### src/rtl/au_neg_s_pkg.sv
// Shared types and sizing helpers for the digit-serial conditional negator.
// Optional overflow output is enabled by defining AU_NEG_S_OVF_EN.
package au_neg_s_pkg;

  typedef enum logic [1:0] {
    IDLE = 2'd0,
    RUN  = 2'd1,
    DONE = 2'd2
  } state_e;

  function automatic int ndig(input int width, input int digit);
    return width / digit;
  endfunction

  // Counter must be able to hold NDIG itself, hence NDIG+1.
  function automatic int cnt_width(input int width, input int digit);
    return $clog2(width / digit + 1);
  endfunction

endpackage

### src/rtl/au_neg_s_if.sv
// Operand/result handshake bundle for au_neg_s; ovf exists only with AU_NEG_S_OVF_EN.
interface au_neg_s_if #(
  parameter int WIDTH = 8
);
  logic             in_valid;
  logic             in_ready;
  logic [WIDTH-1:0] a;
  logic             neg;
  logic             out_valid;
  logic             out_ready;
  logic [WIDTH-1:0] z;
  logic             busy;
`ifdef AU_NEG_S_OVF_EN
  logic             ovf;

  modport master (output in_valid, a, neg, out_ready,
                  input  in_ready, out_valid, z, busy, ovf);
  modport slave  (input  in_valid, a, neg, out_ready,
                  output in_ready, out_valid, z, busy, ovf);
`else
  modport master (output in_valid, a, neg, out_ready,
                  input  in_ready, out_valid, z, busy);
  modport slave  (input  in_valid, a, neg, out_ready,
                  output in_ready, out_valid, z, busy);
`endif
endinterface

### src/rtl/au_neg_s_digit.sv
// One DIGIT-bit slice of a conditional negate: z_d = (a_d ^ neg) + cin, combinational.
// No state, no handshake; carry out feeds the next digit through the parent's carry flop.
module au_neg_s_digit #(
  parameter int DIGIT = 2
) (
  input  logic [DIGIT-1:0] a_d,
  input  logic             neg,
  input  logic             cin,
  output logic [DIGIT-1:0] z_d,
  output logic             cout
);

  logic [DIGIT:0] sum;

  assign sum         = {1'b0, a_d ^ {DIGIT{neg}}} + {{DIGIT{1'b0}}, cin};
  assign {cout, z_d} = sum;

endmodule

### src/rtl/au_neg_s.sv
// Digit-serial z = neg ? -a : a, LSB first; result valid WIDTH/DIGIT cycles after accept,
// held in DONE until out_ready; no input accepted until the cycle after that. AU_NEG_S_OVF_EN adds ovf.
module au_neg_s
  import au_neg_s_pkg::*;
#(
  parameter int WIDTH = 8,
  parameter int DIGIT = 2
) (
  input logic       clk,
  input logic       rst,
  au_neg_s_if.slave bus
);

  localparam int NDIG = ndig(WIDTH, DIGIT);
  localparam int CW   = cnt_width(WIDTH, DIGIT);

  localparam logic [1:0]    S_IDLE = IDLE;
  localparam logic [1:0]    S_RUN  = RUN;
  localparam logic [1:0]    S_DONE = DONE;
  localparam logic [CW-1:0] LAST   = CW'(NDIG - 1);

  generate
    if (WIDTH < 2 || DIGIT < 1 || DIGIT > WIDTH || (WIDTH % DIGIT) != 0) begin : g_bad_cfg
      $error("au_neg_s: WIDTH must be >= 2 and a multiple of DIGIT");
    end
  endgenerate

  logic [1:0]       state;
  logic [CW-1:0]    cnt;
  logic [WIDTH-1:0] opnd;
  logic [WIDTH-1:0] result;
  logic             nreg;
  logic             carry;
  logic [DIGIT-1:0] digit;
  logic [DIGIT-1:0] z_d;
  logic             cout;

  assign digit = opnd[DIGIT-1:0];

  au_neg_s_digit #(.DIGIT(DIGIT)) u_digit (
    .a_d  (digit),
    .neg  (nreg),
    .cin  (carry),
    .z_d  (z_d),
    .cout (cout)
  );

  always_ff @(posedge clk or posedge rst) begin
    if (rst) begin
      state  <= S_IDLE;
      cnt    <= '0;
      opnd   <= '0;
      result <= '0;
      nreg   <= 1'b0;
      carry  <= 1'b0;
    end else begin
      case (state)
        S_IDLE: begin
          if (bus.in_valid) begin
            opnd  <= bus.a;
            nreg  <= bus.neg;
            carry <= bus.neg;
            cnt   <= '0;
            state <= S_RUN;
          end
        end
        S_RUN: begin
          // New digit enters at the top; after NDIG shifts the word is LSB-aligned.
          result <= WIDTH'({z_d, result} >> DIGIT);
          opnd   <= opnd >> DIGIT;
          carry  <= cout;
          cnt    <= cnt + CW'(1);
          if (cnt == LAST) state <= S_DONE;
        end
        S_DONE: begin
          if (bus.out_ready) state <= S_IDLE;
        end
        default: state <= S_IDLE;
      endcase
    end
  end

`ifdef AU_NEG_S_OVF_EN
  localparam logic [DIGIT-1:0] ONE_D    = 1;
  localparam logic [DIGIT-1:0] MSB_MASK = ONE_D << (DIGIT - 1);

  logic low_zero;
  logic ovf_r;

  // Most-negative value: every digit zero except the last, which holds only the MSB.
  always_ff @(posedge clk or posedge rst) begin
    if (rst) begin
      low_zero <= 1'b1;
      ovf_r    <= 1'b0;
    end else if (state == S_IDLE && bus.in_valid) begin
      low_zero <= 1'b1;
      ovf_r    <= 1'b0;
    end else if (state == S_RUN) begin
      if (cnt == LAST) ovf_r <= nreg & low_zero & (digit == MSB_MASK);
      else             low_zero <= low_zero & (digit == '0);
    end
  end

  assign bus.ovf = ovf_r;
`endif

  assign bus.in_ready  = (state == S_IDLE) & ~rst;
  assign bus.out_valid = (state == S_DONE);
  assign bus.busy      = (state != S_IDLE);
  assign bus.z         = result;

endmodule

### src/flat_wrapper.sv
// flat-port wrapper written by rule: the top's interface ports become plain ports
module au_neg_s_flat import au_neg_s_pkg::*;
#(
  parameter int WIDTH = 8,
  parameter int DIGIT = 2
)
  (clk, rst, bus_in_valid, bus_a, bus_neg, bus_out_ready, bus_in_ready, bus_out_valid, bus_z, bus_busy);
  au_neg_s_if #(.WIDTH(WIDTH)) bus_i ();
  input logic clk;
  input logic rst;
  input wire logic [$bits(bus_i.in_valid)-1:0] bus_in_valid;
  input wire logic [$bits(bus_i.a)-1:0] bus_a;
  input wire logic [$bits(bus_i.neg)-1:0] bus_neg;
  input wire logic [$bits(bus_i.out_ready)-1:0] bus_out_ready;
  output wire logic [$bits(bus_i.in_ready)-1:0] bus_in_ready;
  output wire logic [$bits(bus_i.out_valid)-1:0] bus_out_valid;
  output wire logic [$bits(bus_i.z)-1:0] bus_z;
  output wire logic [$bits(bus_i.busy)-1:0] bus_busy;
  assign bus_i.in_valid = bus_in_valid;
  assign bus_i.a = bus_a;
  assign bus_i.neg = bus_neg;
  assign bus_i.out_ready = bus_out_ready;
  assign bus_in_ready = bus_i.in_ready;
  assign bus_out_valid = bus_i.out_valid;
  assign bus_z = bus_i.z;
  assign bus_busy = bus_i.busy;
  au_neg_s #(.WIDTH(WIDTH), .DIGIT(DIGIT)) u_core (.clk(clk), .rst(rst), .bus(bus_i));
endmodule
### config.mk
export PLATFORM = sky130hd
export DESIGN_NAME = au_neg_s_flat
export DESIGN_NICKNAME = d
export VERILOG_FILES = /design/src/rtl/au_neg_s_pkg.sv /design/src/rtl/au_neg_s_if.sv /design/src/rtl/au_neg_s_digit.sv /design/src/rtl/au_neg_s.sv /design/src/flat_wrapper.sv
export SDC_FILE = /design/constraint.sdc
export NUM_CORES = 1
export LEC_CHECK = 0
export BUFFER_PORTS_ARGS = -buffer_cell sky130_fd_sc_hd__buf_2
export CELL_PAD_IN_SITES_DETAIL_PLACEMENT = 0
export CELL_PAD_IN_SITES_GLOBAL_PLACEMENT = 2
export CORE_MARGIN = 2
export CORE_UTILIZATION = 35
export DETAILED_ROUTE_END_ITERATION = 8
export GPL_TIMING_DRIVEN = 1
export PLACE_DENSITY_LB_ADDON = 0.1
export SLEW_MARGIN = 20
export SYNTH_ARGS = -nofsm -noshare
export SYNTH_HDL_FRONTEND = slang
export SYNTH_SLANG_ARGS = --single-unit
export TNS_END_PERCENT = 1
### constraint.sdc
create_clock -name clk -period 3.2 [get_ports clk]
set_input_delay 0.64 -clock clk [delete_from_list [all_inputs] [get_ports clk]]
set_output_delay 0.64 -clock clk [all_outputs]
set_load 0.01 [all_outputs]
==> metrics.cfg <==
[outcome]
outcome = finished clean

[clocking]
clk_pin_slew_ns = 0.13
tritoncts_num_sinks = 23
ctsHoldBuffers = 0
ctsHtreeMaxLevel = 1
cts_tree = done
cts_setup_buffers = 0
cts_buffers = 3
cts-root-buf = clkbuf_4
cts_resized = 0
worstSkewPairLatency_ns = 0.31
ctsLongestPathBuffers = 2

[timing]
timing_worst_slew_pin_value_ns = 0.881
slew_headroom_pct = 41.2
setup_violations = 0
fin_skew_ns = 0.00738
setup_tns_ns = 0
rsz0062_at_grt = false
max_clock_freq_ghz = 0.463
hold_viol = 0
finalCriticalPeriod_ns = 2.16
drv_slew = 0
final.period_utilization_pct = 67.5

[detailed_routing]
vias = 741
drt_iter0_markers = 15
vias_per_cell = 4.75
dr.pass1.iters = 4
drc = 0
antenna_left = 0
routed_wl_um = 1980
wl_per_cell_um = 12.7

[synthesis]
avgSynthCellArea_um2 = 12.5
synth_edf_count = 0
netlist.area_leader.share_pct = 50.6
ys.flop_type = dfrtp_1
syn_inst = 91
synthArstFlopShare_pct = 100
yosys-top-cells-area = dfrtp_1 51%, mux2_2 8.9%, nor4b_1 4.6%, ha_1 4.4%, inv_1 4.3%
netlist_top_cells_count = 23 x dfrtp_1, 13 x inv_1, 9 x mux2_2, 6 x nor2_1, 6 x nor4b_1
synthesis.area_um2 = 1140
ys_seq_area_share_pct = 50.6
synth-seq-cells = 23
yosys.area.top_type = dfrtp_1
yosysMostFrequentCell = dfrtp_1
ys_warn_count = 0
ys_types = 26
synth_fp_nets = 108

[finish]
final_util_pct = 41.4
layout-drive-gt1-share_pct = 36.6
n_antenna_cell = 0
nNetsFinal = 130
syn2layout_area_growth_pct = 12.0

[critical_path]
reg2reg_setup_slack_ns = 1.29
crit_path_start = u_core.state[0]
cp.arrival_ns = 1.52
max_stage_delay_ns = 0.81
r2r_start = u_core.state[0]
crit_chain = and2b_1 -> buf_2
ff2ff_path_depth = 2
worstPathRequired_ns = 2.56
crit_slowest_cell = dfrtp_1
crit_type = register to primary output
r2r-end = u_core.bus.z[2]
cp_max_fo = 20
crit_path_end_kind = primary output
cp-start-kind = register

[global_routing]
grt_overflow = 0
grt_first_pass_wirelength_um = 3370
antenna_found_initial = 0
grt_usage_pct = 12.5
grt_pass1_vias = 738
grt_max_degree = 24

[die]
design.core.area_um2 = 3080
io_pins = 24
fp-row-count = 20
die_w_um = 61.0
start_util_pct = 37.0
die-area_um2 = 3720
die_y_um = 61.0

[pwr]
power_leakage_nw = 0.597
seqPwrFrac_pct = 44.5
switching_share_pct = 37.5
power.density_nw_per_um2 = 1010
ir_drop_uv = 350
internal_power_mw = 0.800
p_comb_share_pct = 44.8
power.switching_mw = 0.481
clkPwrFrac_pct = 10.6

[worst_hold_path]
min_path_type = primary input to async pin

[place]
io_buffers = 23
place_congestion = 0.642
hpwl_um = 1370

[flow_run]
cap_violations = 0

## state kept, by name (all words and copies together) (netlist names)
register / count
u_core.bus.z: 8
u_core.cnt: 3
u_core.opnd: 8
u_core.carry: 1
u_core.nreg: 1
u_core.state: 2
## critical path: cells and delay by family (launching register included)
family	cells	cell delay, ns
AND/OR/NAND/NOR	1	0.27
buffers and inverters	1	0.14
flip-flops	1	0.81
## cells in the final DEF, fill, tap and decap left out, drive strengths merged, types with 4 or more instances in the layout
cell type and instances:
a221oi 5, a22o 4, buf 23, clkbuf 4, dfrtp 23, ha 4
inv 13, mux2 10, nor2 6, nor4b 6
## metal layers
| layer | GRT usage (%) | up-vias | routed length [um] |
|---|---|---|---|
| met1 | 16.4 | 355 | 953 |
| met2 | 19.4 | 14 | 894 |
| li1 | - | 368 | - |
| met3 | 4.26 | 4 | 103 |
| met5 | 0 | - | 0 |
| met4 | 4.66 | 0 | 28 |
## power groups by stage
stage | Combinational, mW | Sequential, mW | Clock [mW]
floorplan | 0.528 | 0.535 | 0
global placement | 0.580 | 0.575 | 0
detailed placement | 0.589 | 0.581 | 0
CTS | 0.593 | 0.572 | 0.141
global route | 0.653 | 0.595 | 0.157
finish | 0.575 | 0.571 | 0.136
## worst max path at each step
stage                            to  slack [ns]  cells after the start
floorplan              bus_in_ready        1.60                      3
CTS                   bus_out_valid        1.03                      2
global placement    u_core.bus.z[3]        1.32                      2
global route          bus_out_valid        0.94                      2
finish                bus_out_valid        1.04                      2
detailed placement  u_core.bus.z[6]        1.30                      2
## final cells by class
class	count	area [um2]
sequential	23	576
tap	44	55.1
inverter	13	48.8
multi-input combinational	49	453
fill	332	1800
clock buffer	4	26.3
timing repair buffer	23	115
## kinds of logic (layout without fill, tap and decap cells)
logic type               Yosys count  in the layout  share of synthesized area [%]
flip-flops                        23             23                           50.6
multiplexers                      10             10                           9.90
AND/OR/NAND/NOR                   19             19                           11.1
buffers and inverters             19             40                           9.57
XOR/XNOR                           2              2                           1.54
adder cells (fa/ha/maj)            4              4                           4.40
AO/OA/AOI/OAI                     14             14                           12.9
## through the flow
stage / setup slack (ns) / hold slack (ns) / power (mW) / std cells / area, um2
after global routing: 0.942 / 0.536 / 1.40 / 156 / 1270
after floorplan: 1.60 / 0.466 / 1.06 / 91 / 1140
final: 1.04 / 0.497 / 1.28 / 156 / 1270
after global placement: 1.32 / 0.486 / 1.16 / 152 / 1250
after detailed placement: 1.30 / 0.488 / 1.17 / 152 / 1250
after CTS: 1.03 / 0.517 / 1.31 / 156 / 1270
Power figures use the tool's default switching activity.
